## src/rtl/score_display_scan_pkg.sv

```systemverilog
// ----------------------------------------------------------------------------
// score_display_scan_pkg
// Shared definitions for the Pong score display controller:
//   - conversion FSM state encoding
//   - blank BCD code (decodes to all segments off)
//   - score clamp limit and the subtract step of the BCD engine
//   - digit-index constants (index 0 is the leftmost digit, A tens)
//   - clamp_score(): saturates a 7-bit binary score to 99
// ----------------------------------------------------------------------------
package score_display_scan_pkg;

    typedef enum logic [1:0] {
        IDLE   = 2'd0,
        CONV_A = 2'd1,
        CONV_B = 2'd2,
        COMMIT = 2'd3
    } state_t;

    localparam logic [3:0] BLANK_CODE = 4'hF;
    localparam logic [6:0] SCORE_MAX  = 7'd99;
    localparam logic [6:0] DEC_STEP   = 7'd10;

    localparam logic [1:0] DIGIT_A_TENS  = 2'd0;
    localparam logic [1:0] DIGIT_A_UNITS = 2'd1;
    localparam logic [1:0] DIGIT_B_TENS  = 2'd2;
    localparam logic [1:0] DIGIT_B_UNITS = 2'd3;

    function automatic logic [6:0] clamp_score(input logic [6:0] score);
        return (score > SCORE_MAX) ? SCORE_MAX : score;
    endfunction

endpackage

```

## src/rtl/score_display_scan_sevenseg.sv

```systemverilog
// ----------------------------------------------------------------------------
// SevenSeg
// Combinational BCD to seven-segment decoder, active-high segments.
// Ports:
//   bcd [3:0]  digit code; 0-9 decode normally, anything above 9 is blank
//   out [6:0]  segments a..g, out[6] = a
// ----------------------------------------------------------------------------
module SevenSeg (
    input  logic [3:0] bcd,
    output logic [6:0] out
);

    always_comb begin
        out = 7'b0000000;
        case (bcd)
            4'd0: out = 7'b1111110;
            4'd1: out = 7'b0110000;
            4'd2: out = 7'b1101101;
            4'd3: out = 7'b1111001;
            4'd4: out = 7'b0110011;
            4'd5: out = 7'b1011011;
            4'd6: out = 7'b1011111;
            4'd7: out = 7'b1110000;
            4'd8: out = 7'b1111111;
            4'd9: out = 7'b1111011;
            default: out = 7'b0000000;
        endcase
    end

endmodule

```

## src/rtl/score_display_scan.sv

```systemverilog
// ----------------------------------------------------------------------------
// score_display_scan
// Four-digit multiplexed seven-segment score display controller.
// Two binary scores are accepted through load/ready, converted to BCD by a
// sequential subtract-by-ten engine, committed to the display registers in a
// single edge, and scanned onto one shared segment bus.
//
// Parameters:
//   REFRESH_DIV  clock cycles per digit slot (2..65535)
// Ports:
//   clk          system clock, rising edge
//   rst_n        asynchronous active-low reset
//   load         request to take new scores, accepted when load && ready
//   score_a[6:0] player A binary score (clamped to 99)
//   score_b[6:0] player B binary score (clamped to 99)
//   ready        high only while the converter is idle
//   seg[6:0]     segments a..g, active-high, seg[6] = a
//   an[3:0]      active-low digit enables, registered;
//                an[3] A tens, an[2] A units, an[1] B tens, an[0] B units
// Build option:
//   LEADING_ZERO_BLANK_EN  when defined, a tens digit of 0 is stored blank
// ----------------------------------------------------------------------------
module score_display_scan
    import score_display_scan_pkg::*;
#(
    parameter int REFRESH_DIV = 1024
) (
    input  logic       clk,
    input  logic       rst_n,
    input  logic       load,
    input  logic [6:0] score_a,
    input  logic [6:0] score_b,
    output logic       ready,
    output logic [6:0] seg,
    output logic [3:0] an
);

    localparam logic [15:0] PRESC_LAST = 16'(REFRESH_DIV - 1);

    state_t          state;
    state_t          state_next;
    logic [6:0]      rem_a;
    logic [6:0]      rem_b;
    logic [3:0]      tens;
    logic [3:0][3:0] shadow;
    logic [3:0][3:0] display;

    logic [15:0]     presc;
    logic [15:0]     presc_next;
    logic [1:0]      index;
    logic [1:0]      index_next;
    logic [3:0]      an_next;

    // Tens digit as stored in the shadow registers.
    function automatic logic [3:0] tens_code(input logic [3:0] t);
`ifdef LEADING_ZERO_BLANK_EN
        return (t == 4'd0) ? BLANK_CODE : t;
`else
        return t;
`endif
    endfunction

    always_ff @(posedge clk or negedge rst_n) begin
        if (!rst_n) begin
            state <= IDLE;
        end else begin
            state <= state_next;
        end
    end

    // Each conversion state holds until its remainder drops below ten.
    always_comb begin
        state_next = state;
        ready      = 1'b0;
        case (state)
            IDLE: begin
                ready = 1'b1;
                if (load) begin
                    state_next = CONV_A;
                end
            end
            CONV_A: begin
                if (rem_a < DEC_STEP) begin
                    state_next = CONV_B;
                end
            end
            CONV_B: begin
                if (rem_b < DEC_STEP) begin
                    state_next = COMMIT;
                end
            end
            COMMIT: begin
                state_next = IDLE;
            end
            default: begin
                state_next = IDLE;
            end
        endcase
    end

    // Binary-to-BCD engine: the tens counter is shared by both scores and
    // cleared whenever one score finishes. Digits collect in shadow registers
    // so the visible display only changes on the COMMIT edge.
    always_ff @(posedge clk or negedge rst_n) begin
        if (!rst_n) begin
            rem_a   <= '0;
            rem_b   <= '0;
            tens    <= '0;
            shadow  <= '0;
            display <= '0;
        end else begin
            case (state)
                IDLE: begin
                    if (load) begin
                        rem_a <= clamp_score(score_a);
                        rem_b <= clamp_score(score_b);
                        tens  <= 4'd0;
                    end
                end
                CONV_A: begin
                    if (rem_a >= DEC_STEP) begin
                        rem_a <= rem_a - DEC_STEP;
                        tens  <= tens + 4'd1;
                    end else begin
                        shadow[DIGIT_A_TENS]  <= tens_code(tens);
                        shadow[DIGIT_A_UNITS] <= rem_a[3:0];
                        tens                  <= 4'd0;
                    end
                end
                CONV_B: begin
                    if (rem_b >= DEC_STEP) begin
                        rem_b <= rem_b - DEC_STEP;
                        tens  <= tens + 4'd1;
                    end else begin
                        shadow[DIGIT_B_TENS]  <= tens_code(tens);
                        shadow[DIGIT_B_UNITS] <= rem_b[3:0];
                        tens                  <= 4'd0;
                    end
                end
                COMMIT: begin
                    display <= shadow;
                end
                default: begin
                end
            endcase
        end
    end

    // Scan sequencing. The enable pattern is derived from the values the
    // prescaler and index are about to take, so the registered an lines up
    // with the slot: all-off on the slot's first cycle, one enable afterwards.
    always_comb begin
        if (presc == PRESC_LAST) begin
            presc_next = 16'd0;
            index_next = index + 2'd1;
        end else begin
            presc_next = presc + 16'd1;
            index_next = index;
        end
        if (presc_next == 16'd0) begin
            an_next = 4'b1111;
        end else begin
            an_next = ~(4'b1000 >> index_next);
        end
    end

    always_ff @(posedge clk or negedge rst_n) begin
        if (!rst_n) begin
            presc <= '0;
            index <= '0;
            an    <= 4'b1111;
        end else begin
            presc <= presc_next;
            index <= index_next;
            an    <= an_next;
        end
    end

    SevenSeg u_seven_seg (
        .bcd (display[index]),
        .out (seg)
    );

endmodule

```

## config.mk

```make
export PLATFORM = sky130hd
export DESIGN_NAME = score_display_scan
export DESIGN_NICKNAME = d
export VERILOG_FILES = /design/src/rtl/score_display_scan_pkg.sv /design/src/rtl/score_display_scan_sevenseg.sv /design/src/rtl/score_display_scan.sv
export SDC_FILE = /design/constraint.sdc
export NUM_CORES = 1
export LEC_CHECK = 0
export ABC_AREA = 1
export BUFFER_PORTS_ARGS = -buffer_cell sky130_fd_sc_hd__buf_2
export CAP_MARGIN = 15
export CORE_MARGIN = 5
export CORE_UTILIZATION = 54
export DETAILED_ROUTE_END_ITERATION = 10
export GPL_TIMING_DRIVEN = 0
export PLACE_DENSITY = 0.75
export SYNTH_ARGS = -nofsm -noshare
export SYNTH_HDL_FRONTEND = slang
export SYNTH_SLANG_ARGS = --single-unit
```

## constraint.sdc

```tcl
create_clock -name clk -period 2.15 [get_ports clk]
set_clock_uncertainty 0.05 [all_clocks]
set_input_delay 0.3225 -clock clk [delete_from_list [all_inputs] [get_ports clk]]
set_output_delay 0.3225 -clock clk [all_outputs]
set_load 0.02 [all_outputs]
```

-- Word-level counts from Yosys, hierarchy flattened
Memory sizes are Yosys's and may differ from the RTL's.
Index checks and enable logic that the tools add are counted.
- equality and inequality tests: 9
- reductions and logical operators: 11
- $add $sub $neg: 5
- muxes and demuxes: 22
- bitwise operators: 3
- $lt $le $gt $ge: 7
- shifts and indexed selects: 1
- operator list (kind ; number):
    $mux 7 ; 6
    $pmux 7 s2 ; 2
    $mux 4 ; 5
    $add 16x1->16 const B ; 1
    $eq 16x10->1 const B ; 1
    $logic_not 16->1 ; 1
    $mux 16 ; 1
    $ge 7x4->1 const B ; 2
    $gt 7x7->1 const B ; 2
    $lt 7x4->1 const B ; 2
    $sub 7x4->7 const B ; 2
    $pmux 4 s3 ; 1
    $ne 2x2->1 const B ; 5
    $reduce_and 3->1 ; 3
    $bmux 4 s2 ; 1
    $mux 2 ; 4
    $pmux 2 s4 ; 1
    $reduce_and 2->1 ; 3
    $add 4x1->4 const B ; 1
    $eq 2x2->1 const B ; 2
    $not 4->4 ; 1
    $reduce_bool 2->1 ; 2
    $shr 4x2->4 const A ; 1
    $lt 2x3->1 const B ; 1
    6 further kinds ; 7
- ROM bits: 112
- logic and storage cells: 74
- output and inout bits: 12
- memories kept: 1
- register bits after elaboration: 74
- memory list (memory ; words ; width ; rd ports ; clocked after Yosys merged registers in ; write ports ; RTL line ; text):
    (name not given) ; 16 ; 7 ; 1 ; 0 ; 0 ; score_display_scan_sevenseg.sv:15 ; case (bcd)

-- Longest topological paths before layout
Gate-level depths: netlist of run 1.
- word-level depth: 5
- depth in mapped cells: 12

-- Cells and area by module
From an unflattened synthesis of run 1, not the netlist that was laid out.
- cells, all modules: 504
- area total of the unflattened synthesis: 4038.9 µm²
- modules (own cells, without submodules) (module ; area an instance (µm²) ; cells each ; seq. area each (µm²) ; instances):
    score_display_scan ; 3828.7 ; 465 ; 1856.8 ; 1
    SevenSeg ; 210.2 ; 39 ; 0.0 ; 1

-- Worst setup path before layout of run 1
No wires, ideal clock.
- path type: register to output
- from: register index[0]
- to: output port seg[6]
- arrival time: 1795 ps
- cell stages (with the launch flop): 10
- buffers on the path: 1
- slack: -17 ps
- required time: 1778 ps
- path through: dfrtp_1 > buf_4 > nand2_1 > a32oi_1 > inv_1 > ha_1 > or2_1 > o21ai_0 > nand2_1 > nand2_1
- longest elaborated chain between the ends: 3
- RTL lines (what ; RTL line ; text):
    from (decl) ; score_display_scan.sv:50 ; logic [1:0] index;
    from (signal assigned) ; score_display_scan.sv:174 ; index <= index_next;
    $bmux 4 s2 ; score_display_scan.sv:180 ; .bcd (display[index]),
    $mux 4 (implied by the code) ; score_display_scan.sv:180 ;
    $mem_v2 16x7 ; n/a ;
    to (decl) ; score_display_scan.sv:34 ; output logic [6:0] seg,
Every way passes these cells. The select of a mux whose other input is x is not followed.

-- Worst setup path in the final report of run 1
- from: register index[0]
- to: output port seg[0]
The elaborated chain is that of the path after synthesis.

==> results of run 1 <==
-- Yosys cell counts (all sizes together) --
cell type / instances
a21oi: 14
a22o: 1
a31oi: 2
a32oi: 2
buf: 3
clkbuf: 4
dfrtp: 70
dfstp: 4
ha: 14
inv: 76
mux2: 11
nand2: 131
nand3: 23
nand4: 9
nor2: 46
nor3: 2
o211ai: 1
o21a: 1
o21ai: 65
o21bai: 7
o221ai: 1
o31ai: 2
or2: 2
xnor2: 1
xor2: 5
-- power by group through the flow --
stage	sequential, mW	combinational [mW]	clock [mW]
floorplan	1.96	1.46	0
finish	2.04	2.12	0.945
global placement	2.03	1.81	0
detailed placement	2.04	1.89	0
global route	2.08	2.44	1.03
CTS	2.02	2.06	0.960
-- what timing repair did --
action,CTS,global route
resized for setup,23,17
setup endpoints to repair,7,14
buffers inserted,12,3
pin swaps,8,11
hold endpoints to repair,18,0
hold buffers,1,0
-- metrics by stage --
stage          setup WS [ns]  setup TNS (ns)  util [%]  instance area (um2)  hold slack (ns)
2_1_floorplan        0.06847               0         -                 4020         -0.02309
3_3_place_gp         -0.1670         -0.5962     59.07                 4284           0.4168
3_5_place_dp         -0.2264         -0.7109     59.48                 4314           0.1764
4_1_cts              -0.2621          -1.673     64.36                 4668           0.2012
5_1_grt              -0.5013          -3.141     65.36                 4741           0.2049
6_report             -0.2951          -1.820     65.36                 4741           0.2054
-- kinds of logic after synthesis --
| group | count (synthesis) | share of synthesized area [%] |
|---|---|---|
| compound gates | 96 | 13.10 |
| simple gates | 213 | 23.95 |
| xor+xnor | 6 | 1.310 |
| fa+ha+maj | 14 | 4.366 |
| mux | 11 | 3.087 |
| flops | 74 | 46.27 |
| buf+inv | 83 | 7.920 |
-- flip-flops by register name, summed over array words and instances (netlist names) --
signal and flops:
state 2, display 16, an 4, index 2, shadow 16, presc 16, rem_b 7, rem_a 7
tens 4
-- routing by layer --
metal,GRT usage (%),wire [um],vias to the layer above
met3,4.066,288,10
met1,26.26,3836,1550
li1,-,-,1707
met5,0,0,-
met2,32.03,3951,55
met4,7.346,119,0
-- worst min path at each step --
stage	startpoint	to	slack, ns	cells past startpoint
floorplan	rst_n	display[0]$_DFFE_PN0N_	-0.02	0
global placement	shadow[1]$_DFFE_PN0P_	shadow[1]$_DFFE_PN0P_	0.42	2
detailed placement	rst_n	presc[4]$_DFF_PN0_	0.18	1
CTS	score_a[6]	rem_a[6]$_DFFE_PN0P_	0.20	3
global route	score_a[6]	rem_a[6]$_DFFE_PN0P_	0.20	3
finish	score_a[6]	rem_a[6]$_DFFE_PN0P_	0.21	3
-- area by class of cell --
type | count | area [um2] | share of cell area [%]
plain buffers | 7 | 37.54 | 0.7918
clock buffers | 11 | 141.4 | 2.982
clock inverters | 5 | 30.03 | 0.6334
inverters | 76 | 285.3 | 6.017
multi-input cells | 340 | 1933 | 40.78
flip-flops and latches | 74 | 1857 | 39.17
well taps | 99 | 123.9 | 2.613
repair buffers | 45 | 332.8 | 7.020
-- worst max-delay path, stage by stage (launching register included) --
cell and delay, ns:
dfrtp_1 0.42, buf_6 0.15, nor2_2 0.09, inv_1 0.06, a32oi_2 0.27, buf_4 0.18
ha_4 0.12, nor2_2 0.04, a21oi_1 0.15, o21ai_1 0.10, buf_4 0.16
==> results.py, run 1 <==
metrics = {
    "route": {
        "antenna_left": 0,
        "vias_per_cell": 5.056,
        "via_count": 3322,
        "wl_per_cell_um": 12.47,
        "drt_iter0_markers": 142,
        "first_pass_iters": 4,
        "wl_um": 8196,
        "drc_errors": 0,
    },
    "logic_synthesis": {
        "synth_seq_area_share_pct": 46.27,
        "avgSynthCellArea_um2": 8.074,
        "synthDistinctLibCells": 34,
        "postSynthCellCount": 497,
        "synth_top_area_share_pct": 43.65,
        "synth_area_mm2": 0.004013,
        "synth-seq-cells": 74,
        "ys_warn_count": 0,
        "synth_area_leader_cell": "dfrtp_1",
        "synthTopCellsByArea": "dfrtp_1 44%, nand2_1 12%, o21ai_0 8.0%",
        "syn_nets": 528,
    },
    "finish": {
        "nets": 584,
        "n_fill_cell": 631,
        "drive_gt1_share_pct": 20.25,
        "final_cells": 657,
        "layout_common_cells": "121 x nand2_1, 72 x inv_1, 70 x dfrtp_1",
        "antenna_cells": 0,
        "synthToLayoutAreaGrowth_pct": 18.15,
        "layout_commonest_cell": "nand2_1",
    },
    "job": {
        "maxCapViolCount": 0,
    },
    "floorplan": {
        "ios": 29,
        "die_y_um": 96.20,
        "fp.coreArea_mm2": 0.007253,
        "die_area_mm2": 0.009254,
        "die_w_um": 96.20,
        "start_util_pct": 55.32,
        "num_rows": 31,
    },
    "power_and_ir_drop": {
        "cellPowerDensity_mw_per_mm2": 1075,
        "p_sw_mw": 2.043,
        "clockPowerShare_pct": 18.5,
        "combPwrFrac_pct": 41.5,
        "p_int_mw": 3.055,
        "seq_power_share_pct": 39.9,
        "finalPower_mw": 5.098,
        "switching_share_pct": 40.07,
        "power.leakage_nw": 2.393,
        "ir_drop_mv": 0.9487,
    },
    "cts": {
        "cts_buffers": 9,
        "clk_latency_ns": 0.34,
        "cts_max_level": 3,
        "cts.sinks": 74,
        "cts_tree": "built",
        "root_buffer": "clkbuf_8",
        "clockBufferDepth": 2,
        "clkTransAtPathRegs_ns": 0.08,
    },
    "setup_path": {
        "r2r-end": "rem_a[1]$_DFFE_PN0P_",
        "arrival_ns": 2.07,
        "required_ns": 1.78,
        "critPathKind": "register to output port",
        "startpoint": "index[0]$_DFF_PN0_",
        "reg2reg_depth": 8,
        "worstReg2RegStart": "state[1]$_DFFE_PN0P_",
        "crit_path_start_kind": "register",
        "setup.worst_path.end": "seg[0]",
        "ff2ff_setup_slack_ns": 0.23,
        "path_max_fanout": 8,
        "worstSetupEndpointType": "output port",
    },
    "sta": {
        "finalMaxSlewViolations": 0,
        "rsz0062_at_grt": "true",
        "layout_min_cycle_time_ns": 2.445,
        "fmax_ghz": 0.4090,
        "finalCritPeriodShare_pct": 113.7,
        "hold_viol": 0,
        "maxSlewHeadroom_pct": 64.98,
        "worst_slew_pin_slew_ns": 0.5252,
        "fin_ws_ns": -0.2951,
        "setup_violations": 7,
    },
    "grt": {
        "grt_first_pass_wirelength_um": 14370,
        "grt_start_max_net_pins": 57,
        "antenna_found_initial": 0,
        "grt_usage_pct": 19.82,
        "overflow": 0,
        "grt_pass1_vias": 3280,
    },
    "status": {
        "violations": "setup timing",
        "status": "finished, violations left",
    },
    "placed_design": {
        "dp_cells": 625,
        "port_buffers": 28,
        "hpwlAfterDp_um": 5878,
        "gp_congestion": 0.8355,
    },
    "worst_hold_path": {
        "hold_class": "input pin to register",
    },
}
Note: power is estimated with default switching activity, not from simulation.
==> run 2, diff against run 1 <==
Settings changed: GPL_TIMING_DRIVEN 0 to unset.
Clock period 2.15 ns to 2 ns, I/O delays scaled along.
==> run 2 against run 1 <==
Compared with the run above: the run still ends with setup timing left; routed wire length up 5.9%; die area unchanged; non-clock buffer count up 13; critical endpoint is now seg[6]; largest power group unchanged; highest routed layer unchanged.
==> results.py, run 2 (same netlist as run 1, synthesis figures left out) <==
metrics = {
    "status": {
        "status": "finished, violations left",
        "violations": "setup timing",
    },
    "grt": {
        "grt_start_max_net_pins": 75,
        "grt_usage_pct": 19.79,
        "overflow": 0,
        "grt_pass1_vias": 3251,
        "antenna_found_initial": 0,
        "grt_first_pass_wirelength_um": 14220,
    },
    "cts": {
        "cts_max_level": 3,
        "cts.sinks": 74,
        "clkTransAtPathRegs_ns": 0.08,
        "cts_tree": "built",
        "cts_buffers": 9,
        "clockBufferDepth": 2,
        "clk_latency_ns": 0.35,
        "root_buffer": "clkbuf_8",
    },
    "job": {
        "maxCapViolCount": 0,
    },
    "placed_design": {
        "postPlaceCellArea_mm2": 0.004427,
        "gp_congestion": 0.8669,
        "hpwlAfterDp_um": 5735,
        "place_ws_ns": -0.1196,
        "port_buffers": 28,
    },
    "floorplan": {
        "fp.coreArea_mm2": 0.007253,
        "die_area_mm2": 0.009254,
        "die_w_um": 96.20,
        "num_rows": 31,
        "die_y_um": 96.20,
        "ios": 29,
        "start_util_pct": 55.32,
    },
    "finish": {
        "n_fill_cell": 595,
        "synthToLayoutAreaGrowth_pct": 25.82,
        "fin_util_pct": 69.60,
        "multiInputGateArea_mm2": 0.002058,
        "nets": 599,
        "reg.largest.list": "display x16, presc x16, shadow x16",
        "layout_common_cells": "112 x nand2_1, 68 x dfrtp_1, 66 x inv_1",
        "antenna_cells": 0,
        "drive_gt1_share_pct": 28.62,
        "regArea_mm2": 0.001859,
        "layout_commonest_cell": "nand2_1",
        "design_area_mm2": 0.005049,
    },
    "sta": {
        "maxSlewHeadroom_pct": 62.55,
        "finalCritPeriodShare_pct": 120.1,
        "finalMaxSlewViolations": 0,
        "finalSetupTns_ns": -2.322,
        "hold_viol": 0,
        "fin_ws_ns": -0.4025,
        "setup_violations": 7,
        "worst_slew_pin_slew_ns": 0.5618,
        "fmax_ghz": 0.4162,
        "layout_min_cycle_time_ns": 2.403,
        "rsz0062_at_grt": "true",
    },
    "setup_path": {
        "crit_path_start_kind": "register",
        "critPathKind": "register to output port",
        "ff2ff_setup_slack_ns": 0.08,
        "worstSetupEndpointType": "output port",
        "required_ns": 1.65,
        "arrival_ns": 2.05,
        "path_max_fanout": 5,
    },
    "route": {
        "first_pass_iters": 4,
        "drt_iter0_markers": 180,
        "antenna_left": 0,
        "wl_um": 8680,
        "drc_errors": 0,
        "via_count": 3391,
        "wl_per_cell_um": 12.92,
        "vias_per_cell": 5.046,
    },
    "power_and_ir_drop": {
        "power.leakage_nw": 2.502,
        "cellPowerDensity_mw_per_mm2": 1206,
        "p_sw_mw": 2.409,
        "ir_drop_mv": 0.8740,
        "clockPowerShare_pct": 18.9,
        "seq_power_share_pct": 36.2,
        "switching_share_pct": 39.56,
        "finalPower_mw": 6.091,
        "combPwrFrac_pct": 45.0,
        "p_int_mw": 3.681,
    },
    "worst_hold_path": {
        "hold_class": "input pin to register",
    },
}
[run 2: cell types whose count changed in the layout (fill, tap and decap cells not counted), sizes merged]
| cell | before | now |
|---|---|---|
| buf | 47 | 64 |
| clkbuf | 15 | 9 |
| clkinvlp | 2 | 5 |
| clkinv | 3 | 5 |
| inv | 76 | 74 |
| bufinv | 0 | 1 |
[run 2: final timing paths]
| check | start | end | depth (start not counted) |
|---|---|---|---|
| max | index[0]$_DFF_PN0_ | seg[6] | 10 |
| min | score_a[6] | rem_a[6]$_DFFE_PN0P_ | 3 |
| max reg2reg | rem_a[2]$_DFFE_PN0P_ | shadow[2]$_DFFE_PN0P_ | 11 |
| min reg2reg | tens[3]$_DFFE_PN0P_ | tens[3]$_DFFE_PN0P_ | 2 |
| max in group asynchronous | rst_n | an[0]$_DFF_PN1_ | 3 |
| min in group asynchronous | rst_n | presc[4]$_DFF_PN0_ | 3 |
[run 2: power groups by stage]
stage | clock network (mW) | registers (mW) | logic, mW
finish | 1.15 | 2.20 | 2.74
global route | 1.26 | 2.25 | 3.09
CTS | 1.18 | 2.17 | 2.38
detailed placement | 0 | 2.19 | 2.20
global placement | 0 | 2.18 | 2.11
floorplan | 0 | 2.11 | 1.58
[run 2: area by class of cell]
| class | count | area share [%] |
|---|---|---|
| clock buffers | 9 | 2.454 |
| clock inverters | 7 | 1.388 |
| inverters | 76 | 5.849 |
| multi-input cells | 340 | 40.77 |
| flip-flops and latches | 74 | 36.83 |
| well taps | 99 | 2.454 |
| repair buffers | 65 | 9.963 |
| repair inverters | 2 | 0.2974 |
[run 2: worst max-delay path, cell delays in order, from the launching register on]
cell and delay (ns):
dfrtp_2 0.44, buf_6 0.15, a21oi_4 0.13, a32oi_4 0.08, buf_4 0.16, ha_4 0.14, or2_1 0.25, o21ai_1 0.09
nand2_1 0.08, nand2_2 0.06, buf_6 0.11
[run 2: routing by layer]
layer / up-vias / wire length [um] / global-route usage, %
met4: 0 / 195 / 8.886
li1: 1745 / - / -
met5: - / 0 / 0
met3: 15 / 274 / 4.378
met1: 1572 / 4034 / 25.42
met2: 59 / 4176 / 31.91
[run 2: through the flow]
stage	cells	hold WS [ns]
floorplan	497	-0.04559
global placement	637	0.3056
detailed placement	637	0.3089
CTS	658	0.1574
global route	672	0.1743
finish	672	0.1703
[run 2: timing repair]
action / in CTS / in global routing
gates cloned: 0 / 2
hold endpoints to repair: 70 / 0
setup endpoints to repair: 7 / 29
pin swaps: 9 / 16
buffers inserted: 4 / 12
resized for setup: 36 / 53
hold buffers: 1 / 0
